File: src/rtl/delta_pkg.sv
// rtl/delta_pkg.sv - shared delta-modulation constants and range helpers
// Contents:
//   W_DEFAULT          default data/threshold width
//   SPIKE_*            two-bit spike encoding shared by encoder and demodulator
//   mid_of / max_of    mid-scale and full-scale values for a given width
package delta_pkg;

  localparam int unsigned W_DEFAULT = 4;

  // bit0 = on (up) spike, bit1 = off (down) spike
  localparam logic [1:0] SPIKE_NONE = 2'b00;
  localparam logic [1:0] SPIKE_ON   = 2'b01;
  localparam logic [1:0] SPIKE_OFF  = 2'b10;
  localparam logic [1:0] SPIKE_BAD  = 2'b11;

  function automatic int unsigned mid_of(input int unsigned w);
    return 32'd1 << (w - 1);
  endfunction

  function automatic int unsigned max_of(input int unsigned w);
    return (32'd1 << w) - 32'd1;
  endfunction

endpackage

File: src/rtl/delta_demodulator_if.sv
// rtl/delta_demodulator_if.sv - spike input and sample output handshakes
// Signals:
//   spike_valid/spike/spike_ready   incoming spike events (master -> slave)
//   out_valid/out_data/out_ready    reconstructed samples (slave -> master)
// Modports: master = spike source / sample consumer, slave = demodulator
interface delta_demodulator_if
  import delta_pkg::*;
#(
  parameter int unsigned W = W_DEFAULT
);
  logic         spike_valid;
  logic [1:0]   spike;
  logic         spike_ready;
  logic         out_valid;
  logic [W-1:0] out_data;
  logic         out_ready;

  modport master (
    output spike_valid, spike, out_ready,
    input  spike_ready, out_valid, out_data
  );

  modport slave (
    input  spike_valid, spike, out_ready,
    output spike_ready, out_valid, out_data
  );
endinterface

File: src/rtl/delta_leak_timer.sv
// rtl/delta_leak_timer.sv - idle counter that paces the leak toward mid-scale
// Ports:
//   clk, rst   clock, synchronous active-high reset
//   clear_i    restart the idle count from zero
//   hold_i     freeze the count (leak deferred by a full output slot)
//   tick_o     count has reached LEAK_CYCLES-1; always 0 when LEAK_CYCLES == 0
module delta_leak_timer #(
  parameter int unsigned LEAK_CYCLES = 16
) (
  input  logic clk,
  input  logic rst,
  input  logic clear_i,
  input  logic hold_i,
  output logic tick_o
);

  generate
    if (LEAK_CYCLES == 0) begin : g_off
      logic unused_inputs;
      assign unused_inputs = ^{clk, rst, clear_i, hold_i};
      assign tick_o = 1'b0;
    end else begin : g_on
      localparam int unsigned CW = (LEAK_CYCLES > 1) ? $clog2(LEAK_CYCLES) : 1;
      localparam logic [CW-1:0] LAST = CW'(LEAK_CYCLES - 1);

      logic [CW-1:0] cnt_q, cnt_d;

      // Saturates at LAST so a deferred leak keeps its tick asserted.
      always_comb begin
        cnt_d = cnt_q;
        if (clear_i)
          cnt_d = '0;
        else if (!hold_i && cnt_q != LAST)
          cnt_d = cnt_q + CW'(1);
      end

      always_ff @(posedge clk) begin
        if (rst) cnt_q <= '0;
        else     cnt_q <= cnt_d;
      end

      assign tick_o = (cnt_q == LAST);
    end
  endgenerate

endmodule

File: src/rtl/delta_demodulator.sv
// rtl/delta_demodulator.sv - rebuilds an amplitude estimate from a delta spike stream
// Ports:
//   clk, rst        clock, synchronous active-high reset
//   threshold_i     step applied per on/off spike
//   load_recon_i    force the estimate to force_value_i (wins over spikes and leak)
//   force_value_i   value loaded by load_recon_i
//   recon_o         current registered estimate
//   err_both_o      sticky: an on+off spike (2'b11) was accepted
//   bus (slave)     spike input handshake and sample output handshake
module delta_demodulator
  import delta_pkg::*;
#(
  parameter int unsigned W           = W_DEFAULT,
  parameter int unsigned LEAK_CYCLES = 16
) (
  input  logic                 clk,
  input  logic                 rst,
  input  logic [W-1:0]         threshold_i,
  input  logic                 load_recon_i,
  input  logic [W-1:0]         force_value_i,
  output logic [W-1:0]         recon_o,
  output logic                 err_both_o,
  delta_demodulator_if.slave   bus
);

  localparam logic [W-1:0] MID = W'(mid_of(W));
  localparam logic [W-1:0] MAX = W'(max_of(W));

  logic [W-1:0] recon_q, recon_d;
  logic         out_valid_q, out_valid_d;
  logic [W-1:0] out_data_q, out_data_d;
  logic         err_q, err_d;

  logic         slot_free, accept, legal, emit;
  logic         timer_tick, leak_tick, leak_go, leak_hold;
  logic [W:0]   up_sum;
  logic [W-1:0] up_val, down_val, leak_val;

  assign slot_free       = !out_valid_q || bus.out_ready;
  assign bus.spike_ready = !load_recon_i && slot_free;
  assign accept          = bus.spike_valid && bus.spike_ready;
  assign legal           = accept && (bus.spike == SPIKE_ON || bus.spike == SPIKE_OFF);

  // Extra carry bit detects overflow past MAX.
  assign up_sum   = {1'b0, recon_q} + {1'b0, threshold_i};
  assign up_val   = up_sum[W] ? MAX : up_sum[W-1:0];
  assign down_val = (recon_q >= threshold_i) ? recon_q - threshold_i : '0;
  assign leak_val = (recon_q > MID) ? recon_q - W'(1) : recon_q + W'(1);

  // Leak only fires on otherwise idle cycles; at MID it just restarts the count.
  assign leak_tick = timer_tick && !load_recon_i && !legal;
  assign leak_go   = leak_tick && (recon_q != MID) && slot_free;
  assign leak_hold = leak_tick && (recon_q != MID) && !slot_free;

  delta_leak_timer #(.LEAK_CYCLES(LEAK_CYCLES)) u_leak_timer (
    .clk     (clk),
    .rst     (rst),
    .clear_i (load_recon_i || legal || (leak_tick && !leak_hold)),
    .hold_i  (leak_hold),
    .tick_o  (timer_tick)
  );

  always_comb begin
    recon_d = recon_q;
    emit    = 1'b0;
    err_d   = err_q;
    if (load_recon_i) begin
      recon_d = force_value_i;
    end else if (legal) begin
      recon_d = (bus.spike == SPIKE_ON) ? up_val : down_val;
      emit    = 1'b1;
    end else if (leak_go) begin
      recon_d = leak_val;
      emit    = 1'b1;
    end
    if (accept && bus.spike == SPIKE_BAD)
      err_d = 1'b1;
  end

  // Emits only happen when the slot is free, so a pending sample is never overwritten.
  always_comb begin
    out_valid_d = out_valid_q;
    out_data_d  = out_data_q;
    if (emit) begin
      out_valid_d = 1'b1;
      out_data_d  = recon_d;
    end else if (bus.out_ready) begin
      out_valid_d = 1'b0;
    end
  end

  always_ff @(posedge clk) begin
    if (rst) begin
      recon_q     <= MID;
      out_valid_q <= 1'b0;
      out_data_q  <= '0;
      err_q       <= 1'b0;
    end else begin
      recon_q     <= recon_d;
      out_valid_q <= out_valid_d;
      out_data_q  <= out_data_d;
      err_q       <= err_d;
    end
  end

  assign recon_o       = recon_q;
  assign err_both_o    = err_q;
  assign bus.out_valid = out_valid_q;
  assign bus.out_data  = out_data_q;

endmodule
File: src/flat_wrapper.sv
// flat-port wrapper written by rule: the top's interface ports become plain ports
module delta_demodulator_flat import delta_pkg::*;
#(
  parameter int unsigned W           = W_DEFAULT,
  parameter int unsigned LEAK_CYCLES = 16
)
  (clk, rst, threshold_i, load_recon_i, force_value_i, recon_o, err_both_o, bus_spike_valid, bus_spike, bus_out_ready, bus_spike_ready, bus_out_valid, bus_out_data);
  delta_demodulator_if #(.W(W)) bus_i ();
  input  logic clk;
  input  logic rst;
  input  logic [W-1:0] threshold_i;
  input  logic load_recon_i;
  input  logic [W-1:0] force_value_i;
  output logic [W-1:0] recon_o;
  output logic err_both_o;
  input wire logic [$bits(bus_i.spike_valid)-1:0] bus_spike_valid;
  input wire logic [$bits(bus_i.spike)-1:0] bus_spike;
  input wire logic [$bits(bus_i.out_ready)-1:0] bus_out_ready;
  output wire logic [$bits(bus_i.spike_ready)-1:0] bus_spike_ready;
  output wire logic [$bits(bus_i.out_valid)-1:0] bus_out_valid;
  output wire logic [$bits(bus_i.out_data)-1:0] bus_out_data;
  assign bus_i.spike_valid = bus_spike_valid;
  assign bus_i.spike = bus_spike;
  assign bus_i.out_ready = bus_out_ready;
  assign bus_spike_ready = bus_i.spike_ready;
  assign bus_out_valid = bus_i.out_valid;
  assign bus_out_data = bus_i.out_data;
  delta_demodulator #(.W(W), .LEAK_CYCLES(LEAK_CYCLES)) u_core (.clk(clk), .rst(rst), .threshold_i(threshold_i), .load_recon_i(load_recon_i), .force_value_i(force_value_i), .recon_o(recon_o), .err_both_o(err_both_o), .bus(bus_i));
endmodule
File: config.mk
export PLATFORM = sky130hd
export DESIGN_NAME = delta_demodulator_flat
export DESIGN_NICKNAME = d
export VERILOG_FILES = /design/src/rtl/delta_pkg.sv /design/src/rtl/delta_demodulator_if.sv /design/src/rtl/delta_leak_timer.sv /design/src/rtl/delta_demodulator.sv /design/src/flat_wrapper.sv
export SDC_FILE = /design/constraint.sdc
export NUM_CORES = 1
export LEC_CHECK = 0
export CORE_MARGIN = 2
export CORE_UTILIZATION = 57
export CTS_BUF_LIST = sky130_fd_sc_hd__clkbuf_4 sky130_fd_sc_hd__clkbuf_8
export DETAILED_ROUTE_END_ITERATION = 8
export PLACE_DENSITY = 0.84
export SYNTH_ARGS = -nofsm -noshare
export SYNTH_HDL_FRONTEND = slang
export SYNTH_SLANG_ARGS = --single-unit
File: constraint.sdc
create_clock -name clk -period 6.05 [get_ports clk]
set_input_delay 0.9075 -clock clk [delete_from_list [all_inputs] [get_ports clk]]
set_output_delay 0.9075 -clock clk [all_outputs]
set_load 0.03 [all_outputs]
==> load_flow_metrics.sql <==
INSERT INTO impl_metrics (metric_group, metric, value, unit) VALUES
('status', 'status', 'finished clean', ''),
('layout', 'fin_area', '1510', 'sq um'),
('global_route', 'grt_start_max_net_pins', '14', ''),
('timing', 'post_route_fraction_of_the_period_consumed_by_the_critical_path', '57.4', '%'),
('setup_path', 'family_of_cells_with_the_greatest_summed_delay_on_the_critical_path', 'buffers and inverters', ''),
('logic_synthesis', 'synth_async_sr_flop_share', '0', '%'),
('global_route', 'grt_antenna_before_repair', '0', ''),
('hold_path', 'min_path_type', 'flop to flop', ''),
('logic_synthesis', 'synth_sequential_area_ratio', '22.9', '%'),
('layout', 'final_common_cell', 'clkdlybuf4s50_1', ''),
('clocking', 'ctsLongestPathBuffers', '2', ''),
('layout', 'most_used_cells_in_the_layout_excluding_fill_and_tap_cells', '25 x clkdlybuf4s50_1, 14 x dfxtp_1, 12 x inv_1, 12 x ha_1, 11 x nor2_1', ''),
('global_route', 'total_global_routing_overflow', '0', ''),
('run', 'cap_viol_max_count', '0', ''),
('setup_path', 'endpoint_kind', 'output port', ''),
('clocking', 'root_buffer', 'clkbuf_4', ''),
('setup_path', 'worst_ep_arrival_time', '2560', 'ps'),
('detailed_routing', 'initial_drc_count', '46', ''),
('global_route', 'grt_pass1_wl', '5.18', 'mm'),
('layout', 'areaGrowthSynthToFinish', '23.4', '%'),
('setup_path', 'crit_path_max_incr_delay', '620', 'ps'),
('detailed_routing', 'wire_per_inst', '15.2', 'microns'),
('setup_path', 'worst_setup_path_start_kind', 'primary input', ''),
('timing', 'worst_slew_pin_slew', '644', 'ps'),
('place', 'dpl_worst_slack', '2610', 'ps'),
('floorplan', 'core_region_area', '2000', 'sq um'),
('global_route', 'vias_in_the_first_global_route', '1197', ''),
('detailed_routing', 'drc', '0', ''),
('setup_path', 'worst_path_max_delay_cell', 'clkdlybuf4s50_1', ''),
('place', 'hpwl', '2.33', 'mm'),
('timing', 'achievable-frequency', '288', 'MHz'),
('timing', 'setup_tns', '0', 'ps'),
('global_route', 'overall_routing_resource_usage', '26.0', '%'),
('clocking', 'post_cts.repair.setup_buffers', '0', ''),
('logic_synthesis', 'syn-num-nets', '173', ''),
('detailed_routing', 'vias_per_cell', '6.15', ''),
('floorplan', 'die_h', '50.4', 'microns'),
('place', 'portBuffers', '25', ''),
('detailed_routing', 'via_count', '1194', ''),
('logic_synthesis', 'synth_flop_cell', 'dfxtp_1', ''),
('detailed_routing', 'final_antenna_net_count', '0', ''),
('setup_path', 'worstSetupPathType', 'primary input to output port', ''),
('timing', 'rsz0062_at_grt', 'no', ''),
('pwr', 'power-per-cell-area', '172', 'nW/um^2'),
('clocking', 'inserted_clock_buffers', '3', ''),
('place', 'place_congestion', '0.875', ''),
('clocking', 'clock_tree.htree_level_count', '1', ''),
('place', 'placedInstanceArea', '1490', 'sq um'),
('clocking', 'worst_setup_hold_path_clk_slew', '80', 'ps'),
('logic_synthesis', 'synth.lib_cells_used.distinct', '46', ''),
('setup_path', 'worst_path_max_fanout', '9', ''),
('floorplan', 'start_util', '61.2', '%'),
('timing', 'timing.clock.skew', '8.42', 'ps'),
('setup_path', 'worstPathBufferInverterCount', '2', ''),
('layout', 'post_route_cells_drive_above_1_share', '5.39', '%'),
('logic_synthesis', 'synth_area_per_cell', '8.57', 'sq um'),
('timing', 'holdWs', '489', 'ps'),
('clocking', 'post_cts.resized_instances', '0', ''),
('clocking', 'tritoncts_clock_tree', 'done', ''),
('floorplan', 'number_of_placed_i_o_pins', '26', ''),
('clocking', 'cts.sink_count', '14', ''),
('timing', 'min_period', '3470', 'ps'),
('pwr', 'cellLeakagePower', '0.615', 'nW'),
('floorplan', 'std_cell_rows', '16', ''),
('setup_path', 'timing.critical_path.required', '5140', 'ps'),
('detailed_routing', 'drt_first_pass_iters', '4', ''),
('logic_synthesis', 'synth.ff_latch_count', '14', ''),
('logic_synthesis', 'synth_enable_flop_cells', '0', ''),
('pwr', 'finalPower', '260', 'uW'),
('pwr', 'vdd_drop_max', '0.172', 'mV'),
('layout', 'finalNetCount', '199', '');
[cells in the mapped netlist (2+ instances only)]
| cell | count | area, sq um |
|---|---|---|
| nor2b_1 | 3 | 18.8 |
| o21ai_1 | 5 | 25.0 |
| o21ai_0 | 6 | 30.0 |
| nand3_1 | 2 | 10.0 |
| nand2b_1 | 4 | 25.0 |
| nor3_1 | 5 | 25.0 |
| a211oi_1 | 3 | 22.5 |
| ha_1 | 12 | 150 |
| inv_1 | 12 | 45.0 |
| xor2_1 | 5 | 43.8 |
| nand2_1 | 7 | 26.3 |
| dfxtp_1 | 14 | 280 |
| nand3b_1 | 3 | 22.5 |
| clkbuf_1 | 2 | 7.51 |
| mux2i_1 | 2 | 20.0 |
| a31oi_1 | 3 | 18.8 |
| a21oi_1 | 7 | 35.0 |
| nor2_4 | 2 | 22.5 |
| nor2_1 | 11 | 41.3 |
| o21bai_1 | 3 | 22.5 |
| a221oi_1 | 3 | 26.3 |
| o22ai_1 | 2 | 12.5 |
| a22oi_1 | 2 | 15.0 |
| fa_1 | 3 | 60.1 |
[per-layer routing]
layer / vias to the layer above / global-route usage [%] / share of wire [%]
met5: - / 0 / 0
met4: 0 / 5.41 / 1.7
met3: 10 / 5.65 / 6.7
met2: 54 / 43.6 / 46
met1: 552 / 34.4 / 45
li1: 578 / - / -
[worst reg2reg max path, stage by stage (launching register included)]
cell and delay [ps]:
dfxtp_1 560, nor4b_4 390, and2b_1 260, ha_1 290
o21ai_0 70, a21oi_1 220, o21ai_1 110, a2111o_1 420
o21ai_1 120
[area by class of cell]
cell class | count | area (sq um)
Timing Repair Buffer | 25 | 250
Inverter | 12 | 45.0
Clock buffer | 3 | 22.5
Tap cell | 27 | 33.8
Sequential cell | 14 | 280
Fill cell | 164 | 489
Multi-Input combinational cell | 113 | 881
[cells by family after synthesis]
group | after synthesis | synth area share [%]
AO/OA/AOI/OAI | 46 | 26.2
XOR/XNOR | 6 | 4.29
adder cells (fa/ha/maj) | 15 | 17.1
buffers and inverters | 16 | 5.31
flip-flops | 14 | 22.9
multiplexers | 2 | 1.63
AND/OR/NAND/NOR | 44 | 22.6
[registers in the layout, indices dropped and copies added (netlist names)]
name                            cells
u_core.bus.out_valid                1
u_core.err_both_o                   1
u_core.recon_o                      4
u_core.u_leak_timer.g_on.cnt_q      4
u_core.bus.out_data                 4
[metrics by stage]
stage          util, %  instances
2_1_floorplan        -        143
3_3_place_gp      74.4        191
3_5_place_dp      74.4        191
4_1_cts           75.6        194
5_1_grt           75.6        194
6_report          75.6        194
[path summary, 6_finish.rpt]
| kind | startpoint | to | slack, ps | depth (start not counted) |
|---|---|---|---|---|
| min reg2reg | u_core.err_both_o | u_core.err_both_o | 490 | 2 |
| min | u_core.err_both_o | u_core.err_both_o | 490 | 2 |
| max reg2reg | u_core.recon_o[3] | u_core.bus.out_data[3] | 3560 | 8 |
| max | bus_out_ready | bus_spike_ready | 2580 | 4 |
[power breakdown]
group | switching (mW) | internal [mW] | total (mW)
sequential | 0.00849 | 0.0970 | 0.105
combinational | 0.0567 | 0.0471 | 0.104
clock | 0.0277 | 0.0231 | 0.0507
Note: power is estimated with default switching activity, not from simulation.
